[config.mk]
export PLATFORM = sky130hd
export DESIGN_NAME = noc_local_packetizer
export DESIGN_NICKNAME = d
export VERILOG_FILES = /design/src/rtl/noc_flit_pkg.sv /design/src/rtl/flit_parity.sv /design/src/rtl/noc_local_packetizer.sv
export SDC_FILE = /design/constraint.sdc
export NUM_CORES = 1
export LEC_CHECK = 0
export ABC_CLOCK_PERIOD_IN_PS = 2400
export CAP_MARGIN = 10
export CORE_AREA = 2 2 84 86
export DETAILED_ROUTE_END_ITERATION = 8
export DIE_AREA = 0 0 86 88
export MAX_ROUTING_LAYER = met4
export PLACE_DENSITY = 0.78
export SLEW_MARGIN = 40
export SYNTH_ARGS = -nofsm -noshare
export SYNTH_HDL_FRONTEND = slang
export SYNTH_SLANG_ARGS = --single-unit
[constraint.sdc]
create_clock -name clk -period 2.4 [get_ports clk]
set_clock_uncertainty 0.1 [all_clocks]
set_input_delay 0.36 -clock clk [delete_from_list [all_inputs] [get_ports clk]]
set_output_delay 0.36 -clock clk [all_outputs]
set_load 0.005 [all_outputs]
[src/rtl/noc_flit_pkg.sv]
// rtl/noc_flit_pkg.sv - flit types, field layout and packet limits for the local packetizer
//
// Shared by noc_local_packetizer and flit_parity.
// Flit layout (32 bits):
//   header    : [31:29] type, [28:17] flit count, [16:13] dst, [12:9] src, [8:1] id, [0] parity
//   body/tail : [31:29] type, [28:1] payload, [0] parity
package noc_flit_pkg;

    localparam int FLIT_W   = 32;

    localparam int TYPE_LSB = 29;
    localparam int TYPE_W   = 3;
    localparam int LEN_LSB  = 17;
    localparam int LEN_W    = 12;
    localparam int DST_LSB  = 13;
    localparam int DST_W    = 4;
    localparam int SRC_LSB  = 9;
    localparam int SRC_W    = 4;
    localparam int ID_LSB   = 1;
    localparam int ID_W     = 8;
    localparam int PAY_LSB  = 1;
    localparam int PAY_W    = 28;

    localparam logic [TYPE_W-1:0] FLIT_TYPE_HDR  = 3'b001;
    localparam logic [TYPE_W-1:0] FLIT_TYPE_BODY = 3'b010;
    localparam logic [TYPE_W-1:0] FLIT_TYPE_TAIL = 3'b100;

    // Largest payload whose total flit count (payload + header) still fits LEN_W bits.
    localparam int MAX_PAYLOAD = 4094;

    typedef enum logic [1:0] {
        ST_IDLE = 2'd0,
        ST_HDR  = 2'd1,
        ST_PAY  = 2'd2,
        ST_TAIL = 2'd3
    } pkt_state_e;

    // Upper 31 bits of a header flit; bit 0 (parity) is appended on load.
    function automatic logic [FLIT_W-1:1] hdr_bits(input logic [LEN_W-1:0] flit_cnt,
                                                   input logic [DST_W-1:0] dst,
                                                   input logic [SRC_W-1:0] src,
                                                   input logic [ID_W-1:0]  id);
        return {FLIT_TYPE_HDR, flit_cnt, dst, src, id};
    endfunction

    // Upper 31 bits of a body or tail flit.
    function automatic logic [FLIT_W-1:1] pay_bits(input logic [TYPE_W-1:0] ftype,
                                                   input logic [PAY_W-1:0]  pay);
        return {ftype, pay};
    endfunction

endpackage

[src/rtl/flit_parity.sv]
// rtl/flit_parity.sv - even-parity bit over flit bits [31:1]
//
// Only present when NOC_FLIT_PARITY_EN is defined.
// Ports:
//   bits_i   in  31  flit bits [31:1] being loaded
//   parity_o out 1   value for bit [0] so the whole flit has even parity
`ifdef NOC_FLIT_PARITY_EN
module flit_parity
    import noc_flit_pkg::*;
(
    input  logic [FLIT_W-1:1] bits_i,
    output logic              parity_o
);

    assign parity_o = ^bits_i;

endmodule
`endif

[src/rtl/noc_local_packetizer.sv]
// rtl/noc_local_packetizer.sv - local-port transmit packetizer: request + payload stream to header/body/tail flits
//
// Optional feature macro: NOC_FLIT_PARITY_EN (even parity in flit bit 0; bit 0 = 0 when undefined).
// Ports:
//   clk, rst_active_low           clock, asynchronous active-low reset
//   pkt_valid/pkt_ready           packet request handshake, with pkt_dst (4) and pkt_len (12)
//   pay_valid/pay_ready/pay_data  payload word stream (28-bit words)
//   tx_data/tx_rts/tx_cts         flit output to router L_RX / L_DRTS, backpressure from L_CTS
//   busy                          high whenever not idle
//   pkt_done                      pulse on the cycle the tail flit transfers
//   err_len                       pulse on the cycle an illegal-length request is dropped
module noc_local_packetizer
    import noc_flit_pkg::*;
#(
    parameter logic [SRC_W-1:0] CUR_ADDR   = 4'b0011,
    parameter int               DATA_WIDTH = 32
) (
    input  logic                  clk,
    input  logic                  rst_active_low,
    input  logic                  pkt_valid,
    output logic                  pkt_ready,
    input  logic [DST_W-1:0]      pkt_dst,
    input  logic [LEN_W-1:0]      pkt_len,
    input  logic                  pay_valid,
    output logic                  pay_ready,
    input  logic [PAY_W-1:0]      pay_data,
    output logic [DATA_WIDTH-1:0] tx_data,
    output logic                  tx_rts,
    input  logic                  tx_cts,
    output logic                  busy,
    output logic                  pkt_done,
    output logic                  err_len
);

    pkt_state_e            state_q, state_d;
    logic                  ready_en_q;
    logic [ID_W-1:0]       id_q, id_d;
    logic [LEN_W-1:0]      rem_q, rem_d;
    logic [DATA_WIDTH-1:0] data_q, data_d;
    logic                  rts_q, rts_d;

    logic                  load_en;
    logic [FLIT_W-1:1]     load_hi;
    logic                  par;
    logic                  xfer;
    logic                  len_legal;

    assign xfer      = rts_q && tx_cts;
    assign len_legal = (pkt_len != '0) && (pkt_len <= LEN_W'(MAX_PAYLOAD));

`ifdef NOC_FLIT_PARITY_EN
    flit_parity u_parity (
        .bits_i   (load_hi),
        .parity_o (par)
    );
`else
    assign par = 1'b0;
`endif

    always_comb begin
        state_d   = state_q;
        id_d      = id_q;
        rem_d     = rem_q;
        rts_d     = rts_q;
        load_en   = 1'b0;
        load_hi   = '0;
        pkt_ready = 1'b0;
        pay_ready = 1'b0;
        pkt_done  = 1'b0;
        err_len   = 1'b0;

        case (state_q)
            ST_IDLE: begin
                // ready_en_q holds pkt_ready low for the first cycle out of reset.
                pkt_ready = ready_en_q;
                if (pkt_valid && ready_en_q) begin
                    if (len_legal) begin
                        load_en = 1'b1;
                        load_hi = hdr_bits(pkt_len + LEN_W'(1), pkt_dst, CUR_ADDR, id_q);
                        rts_d   = 1'b1;
                        id_d    = id_q + ID_W'(1);
                        rem_d   = pkt_len;
                        state_d = ST_HDR;
                    end else begin
                        err_len = 1'b1;
                    end
                end
            end
            ST_HDR: begin
                if (xfer) begin
                    rts_d   = 1'b0;
                    state_d = ST_PAY;
                end
            end
            ST_PAY: begin
                // Register can take a word when empty or when it empties this cycle.
                pay_ready = !rts_q || tx_cts;
                if (pay_valid && pay_ready) begin
                    load_en = 1'b1;
                    rts_d   = 1'b1;
                    rem_d   = rem_q - LEN_W'(1);
                    if (rem_q == LEN_W'(1)) begin
                        load_hi = pay_bits(FLIT_TYPE_TAIL, pay_data);
                        state_d = ST_TAIL;
                    end else begin
                        load_hi = pay_bits(FLIT_TYPE_BODY, pay_data);
                    end
                end else if (xfer) begin
                    // Starved: drop rts rather than emit a bubble flit.
                    rts_d = 1'b0;
                end
            end
            ST_TAIL: begin
                if (xfer) begin
                    rts_d    = 1'b0;
                    pkt_done = 1'b1;
                    state_d  = ST_IDLE;
                end
            end
            default: begin
                rts_d   = 1'b0;
                state_d = ST_IDLE;
            end
        endcase

        data_d = load_en ? {load_hi, par} : data_q;
    end

    always_ff @(posedge clk or negedge rst_active_low) begin
        if (!rst_active_low) begin
            state_q    <= ST_IDLE;
            ready_en_q <= 1'b0;
            id_q       <= '0;
            rem_q      <= '0;
            data_q     <= '0;
            rts_q      <= 1'b0;
        end else begin
            state_q    <= state_d;
            ready_en_q <= 1'b1;
            id_q       <= id_d;
            rem_q      <= rem_d;
            data_q     <= data_d;
            rts_q      <= rts_d;
        end
    end

    assign tx_data = data_q;
    assign tx_rts  = rts_q;
    assign busy    = (state_q != ST_IDLE);

endmodule

# [Word-level counts from Yosys, hierarchy flattened]
# Index checks and enable logic that the tools add are counted.
[word_totals] mem_bits_ro=0 latch_bits=0 in_bits=49 out_inout_bits=38 reg_bits=55 n_memories=0 ram_bits=0 elab_cells=67
[classes] div_mod_pow=0 n_shift=0 n_mul=0 eq_ne=10 n_addsub=3 order_cmp=1 muxes=32 n_bitwise=0 reduce_logical=15
[ops] op="2-to-1 mux 31 bit" count=2
[ops] op="case mux 31 bit (2 select lines)" count=1
[ops] op="2-to-1 mux 29 bit" count=2
[ops] op="2-to-1 mux 12 bit" count=3
[ops] op="case mux 12 bit (2 select lines)" count=1
[ops] op="2-to-1 mux 1 bit" count=14
[ops] op="adder 12 x 1 -> 12 bit, second input constant" count=1
[ops] op="== test 12 x 1 -> 1 bit, second input constant" count=1
[ops] op="less-or-equal comparator 12 bit, second input constant" count=1
[ops] op="2-to-1 mux 2 bit" count=6
[ops] op="!= test 2 bit, second input constant" count=6
[ops] op="nonzero test 12 bit" count=1
[ops] op="subtractor 12 x 1 -> 12 bit, second input constant" count=1
[ops] op="adder 8 x 1 -> 8 bit, second input constant" count=1
[ops] op="case mux 2 bit (4 select lines)" count=1
[ops] op="AND reduction 6 bit" count=1
[ops] op="== test 2 bit, second input constant" count=2
[ops] op="logical AND 1 bit" count=4
[ops] op="AND reduction 4 bit" count=1
[ops] op="nonzero test 2 bit" count=2
[ops] op="case mux 1 bit (3 select lines)" count=1
[ops] op="AND reduction 3 bit" count=1
[ops] op="== test 2 x 1 -> 1 bit, second input constant" count=1
[ops] op="zero test 2 bit" count=1
[ops] op="other kinds (5)" count=5

# [Depth between registers and ports, before layout]
[depth] depth_word=5 mapped_depth=9 mapped_depth_nobuf=7

# [Worst setup path before layout]
# No wires, ideal clock.
[synth_path] kind="reg-to-reg" start="register state_q[0]" end="register rem_q[5]" synth_period_minus_slack_ns=2.028 stages_incl_launch_ff=9 path_buffers=1 arrival_time_ns=1.803 slack_ns=0.372 required_time_ns=2.174 setup_time_ns=0.126 cell_sequence="dfrtp_1 > inv_1 > ha_1 > buf_2 > a21boi_0 > a41o_1 > nor3_1 > nand4b_1 > o311a_1"
[synth_via] elab_chain_len=3 word_cells_on_any_way=8 classes_between="eq/ne: 4; mux: 1; reduce/logical: 3"
[synth_rtl] item="start: declaration" line_no="noc_local_packetizer.sv:35" source="pkt_state_e state_q, state_d;"
[synth_rtl] item="start signal: assignment" line_no="noc_local_packetizer.sv:138" source="state_q <= state_d;"
[synth_rtl] item="== test 2 bit / zero test 2 bit (equally long branches)" line_no="noc_local_packetizer.sv:72" source="case (state_q)"
[synth_rtl] item="!= test 2 bit (no line) / nonzero test 2 bit (equally long branches)"
[synth_rtl] item="AND reduction 4 bit (no line)"
[synth_rtl] item="end signal: assignment" line_no="noc_local_packetizer.sv:141" source="rem_q <= rem_d;"
[synth_rtl] item="end: declaration" line_no="noc_local_packetizer.sv:38" source="logic [LEN_W-1:0] rem_q, rem_d;"
# Parallel ways exist; a longest one is shown, timed or not.
# A chain may end at the register's enable or synchronous reset.

# [Worst setup path after layout]
[layout_path] start="input port pkt_len[11]" end="register data_q[6], in the netlist tx_data[6]"
[layout_via] elab_chain_len=5 word_cells_on_any_way=9 classes_between="order compare: 1; mux: 6; reduce/logical: 2"
[layout_rtl] item="start: declaration" line_no="noc_local_packetizer.sv:23" source="input logic [LEN_W-1:0] pkt_len,"
[layout_rtl] item="less-or-equal comparator 12 bit / nonzero test 12 bit (equally long branches)" line_no="noc_local_packetizer.sv:49" source="assign len_legal = (pkt_len != '0) && (pkt_len <= LEN_W'(MAX_PAYLOAD));"
[layout_rtl] item="logical AND 1 bit (*)" line_no="noc_local_packetizer.sv:49"
[layout_rtl] item="2-to-1 mux 29 bit / 2-to-1 mux 1 bit (equally long branches)" line_no="noc_local_packetizer.sv:77" source="if (len_legal) begin"
[layout_rtl] item="2-to-1 mux 29 bit / 2-to-1 mux 1 bit (equally long branches)" line_no="noc_local_packetizer.sv:76" source="if (pkt_valid && ready_en_q) begin"
[layout_rtl] item="case mux 31 bit (2 select lines) / case mux 1 bit (2 select lines) (equally long branches)" line_no="noc_local_packetizer.sv:72"
[layout_rtl] item="end signal: assignment" line_no="noc_local_packetizer.sv:142" source="data_q <= data_d;"
[layout_rtl] item="end: declaration" line_no="noc_local_packetizer.sv:39" source="logic [DATA_WIDTH-1:0] data_q, data_d;"
# Mark *: on every way between the ends. The rest lies on a longest branch, timed or not.

==> results.sh <==
export IMPL_drt_iter0_drc=153
export IMPL_placementRows=30
export IMPL_yosysWarnings=0
export IMPL_synthAdderAreaFrac_pct=3.995
export IMPL_syn_inst=317
export IMPL_cts_buffers=5
export IMPL_synth_edf_count=0
export IMPL_pwr_share_comb_pct=11.1
export IMPL_synth_cell_area_um2=3132
export IMPL_synth_seq_area_share_pct=43.95
export IMPL_dp_cells=506
export IMPL_max_freq_mhz=430.9
export IMPL_setup_worst_path_end="tx_data[6]$_DFFE_PN0P_"
export IMPL_hold_buffers=0
export IMPL_fill_cells=525
export IMPL_grt_use_met1_pct=33.05
export IMPL_place_ws_ps=-305.1
export IMPL_crit_slowest_cell="clkdlybuf4s50_1"
export IMPL_setup_viol=0
export IMPL_cts_sinks=55
export IMPL_first_pass_iters=4
export IMPL_dp_hpwl_um=6451
export IMPL_p_int_mw=1.249
export IMPL_cpPeakStageDelay_ps=570
export IMPL_boundaryPins=87
export IMPL_grt_overflow_total=0
export IMPL_wirelength_um=8592
export IMPL_grt_max_degree=56
export IMPL_place_port_buffers=85
export IMPL_status="complete, no violations"
export IMPL_final_layout_size_suffix_gt1_share_pct=17.43
export IMPL_grt_use_total_pct=24.54
export IMPL_path_class="primary input to register"
export IMPL_syn_nets=376
export IMPL_max_cap_viol_count=0
export IMPL_synth_compound_area_share_pct=20.30
export IMPL_cp_depth=10
export IMPL_worst_slew_pin_slew_ps=703.2
export IMPL_p_seq_share_pct=56.0
export IMPL_fin_crit_sh_pct=96.69
export IMPL_layout_cells_most_common="clkdlybuf4s50_1"
export IMPL_dieArea_um2=7568
export IMPL_final_cells=516
export IMPL_place_gp_congestion=0.9301
export IMPL_clkPwrFrac_pct=32.9
export IMPL_crit_path_start="pkt_len[11]"
export IMPL_coreArea_um2=6644
export IMPL_synth_async_reset_ratio_pct=100.0
export IMPL_r2r_end="state_q[1]$_DFFE_PN0P_"
export IMPL_final_cell_mix="82 x clkdlybuf4s50_1, 55 x dfrtp_1, 45 x buf_4"
export IMPL_rsz0062_at_grt="false"
export IMPL_fin_crit_ps=2321
export IMPL_worstSetupEndpointType="register"
export IMPL_finalMaxSlewViolations=0
export IMPL_grt_pass1_vias=2800
export IMPL_grtUsageMet3_pct=4.053
export IMPL_cp_data_arrival_time_ps=2440
export IMPL_clk_latency_ps=320
export IMPL_r2r_worst_path_cells=8
export IMPL_crit_top_cell="buf_4"
export IMPL_synth_xor_area_share_pct=4.754
export IMPL_antenna_found_initial=0
export IMPL_die_w_um=86
export IMPL_max_vdd_ir_drop_uv=214.5
export IMPL_ys_flop_type="dfrtp_1"
export IMPL_synth_top_family_by_area="simple AND/OR/NAND/NOR gates"
export IMPL_start_util_pct=47.14
export IMPL_cp_top_family="buffers and inverters"
export IMPL_p_leak_nw=2.080
export IMPL_die_height_um=88
export IMPL_root_buffer="clkbuf_8"
export IMPL_p_sw_share_pct=24.77
export IMPL_cp_num_buf_inv=5
export IMPL_vias_per_cell=5.672
export IMPL_syn2layout_area_growth_pct=43.27
export IMPL_busiest_layer="met2"
export IMPL_relSlewSlack_pct=53.12
export IMPL_synthMuxAreaShare_pct=0.6792
export IMPL_path_cells="clkdlybuf4s50_1 > buf_4 > nand2_1 > nor3_4 > buf_4 > a211oi_4 > buf_4 > buf_4 > a22o_1 > a21o_1"
export IMPL_grt_pass1_wl_um=14210
export IMPL_reg2reg_setup_slack_ps=190
export IMPL_power_switching_uw=411.0
export IMPL_crit_fanout=14
export IMPL_drtAntennaViolNets=0
export IMPL_hold_viol_final=0
export IMPL_power_density_nw_per_um2=369.9
export IMPL_yosysUniqueCellTypes=56
export IMPL_htreeDepth=2
export IMPL_power_mw=1.660
export IMPL_timing_rr_start="state_q[0]$_DFFE_PN0P_"
export IMPL_critPathRequiredTime_ps=2520
export IMPL_clock_path_buffers=2
export IMPL_syn_avg_cell_area_um2=9.879
export IMPL_hold_path_class="primary input to asynchronous set/reset pin"
export IMPL_grt_use_met2_pct=38.34
export IMPL_final_nets=494
export IMPL_start_kind="primary input"
export IMPL_yosys_area_share_simple_pct=21.29
export IMPL_vias=2927
export IMPL_clkTransAtPathRegs_ps=110
export IMPL_drc=0
export IMPL_antenna_cells=0
export IMPL_setup_slack_ps=79.33
export IMPL_ys_seq_elements=55
export IMPL_cts_tree="built"
export IMPL_postLayoutCoreUtil_pct=67.53
export IMPL_wire_per_inst_um=16.65
==> cell usage after synthesis, drive strengths merged (2+ instances only) <==
cell type / count / area (um^2)
dfrtp: 55 / 1376
nand2: 36 / 135.1
nor2: 23 / 91.34
nand3: 18 / 90.09
a22o: 15 / 131.4
a221o: 14 / 140.1
buf: 14 / 86.33
a21o: 13 / 97.59
nor3: 12 / 71.32
ha: 10 / 125.1
inv: 10 / 37.54
o21ai: 9 / 45.04
xor2: 9 / 78.83
nand4: 8 / 56.30
xnor2: 8 / 70.07
clkbuf: 7 / 26.28
nor4: 6 / 65.06
and3: 5 / 31.28
nand2b: 5 / 31.28
a21boi: 4 / 30.03
and2: 3 / 18.77
a211o: 2 / 18.77
a211oi: 2 / 40.04
a21oi: 2 / 10.01
and4: 2 / 17.52
conb: 2 / 7.510
nand4b: 2 / 17.52
nor3b: 2 / 20.02
o211ai: 2 / 15.01
o31ai: 2 / 15.01
==> stage by stage <==
step                      setup TNS (ps)  hold WS (ps)  instance area [um^2]
after floorplan                        0        -35.59                  3132
after global placement             -4005         356.5                  4328
after detailed placement           -6097         364.1                  4328
after CTS                              0         97.77                  4456
after global routing                   0         103.2                  4487
final                                  0         56.12                  4487
==> layer usage <==
| layer | vias up | wire length, um |
|---|---|---|
| li1 | 1393 | - |
| met1 | 1426 | 3973 |
| met2 | 95 | 4058 |
| met3 | 13 | 430 |
| met4 | 0 | 129 |
| met5 | - | 0 |
==> logic make-up (layout without fill, tap and decap cells) <==
kind of cell	after synthesis	count (layout)
compound gates	76	76
simple gates	124	124
mux	2	2
other cells	2	2
flops	55	55
buf+inv	31	150
xor+xnor	17	17
fa+ha+maj	10	10
==> final cells by class <==
type	count	area [um^2]	area share, %
well taps	80	100.1	2.231
clock buffers	5	68.82	1.534
clock inverters	3	27.53	0.6135
repair buffers	132	1226	27.33
multi-input cells	231	1650	36.78
inverters	10	37.54	0.8366
flip-flops and latches	55	1376	30.67
==> flip-flops by register name (all words and copies together) (netlist names) <==
register and cells:
tx_data 31, rem_q 12, id_q 8, state_q 2, ready_en_q 1, tx_rts 1
==> what timing repair did <==
action                                 4_1_cts  5_1_grt
endpoints found under the hold margin        0        0
gates resized for setup                      4        9
pin swaps                                    2        2
buffers inserted                             2        0
setup endpoints to repair                    1       23
==> worst min path at each step <==
| stage | from | end | slack, ps | cells after the start |
|---|---|---|---|---|
| after floorplan | rst_active_low | id_q[0]$_DFFE_PN0P_ | -40 | 0 |
| after global placement | tx_data[14]$_DFFE_PN0P_ | tx_data[14]$_DFFE_PN0P_ | 360 | 1 |
| after detailed placement | tx_data[5]$_DFFE_PN0P_ | tx_data[5]$_DFFE_PN0P_ | 360 | 1 |
| after CTS | rst_active_low | tx_data[23]$_DFFE_PN0P_ | 100 | 2 |
| after global routing | rst_active_low | tx_data[13]$_DFFE_PN0P_ | 100 | 2 |
| final | rst_active_low | tx_data[17]$_DFFE_PN0P_ | 60 | 2 |
==> power by group through the flow <==
| stage | Sequential (mW) | Combinational [mW] | Clock, mW |
|---|---|---|---|
| detailed placement | 0.948 | 0.181 | 0 |
| global route | 0.930 | 0.198 | 0.607 |
| floorplan | 0.947 | 0.0381 | 0 |
| finish | 0.929 | 0.185 | 0.545 |
| CTS | 0.930 | 0.185 | 0.562 |
| global placement | 0.947 | 0.179 | 0 |
Note: power is estimated with default switching activity, not from simulation.
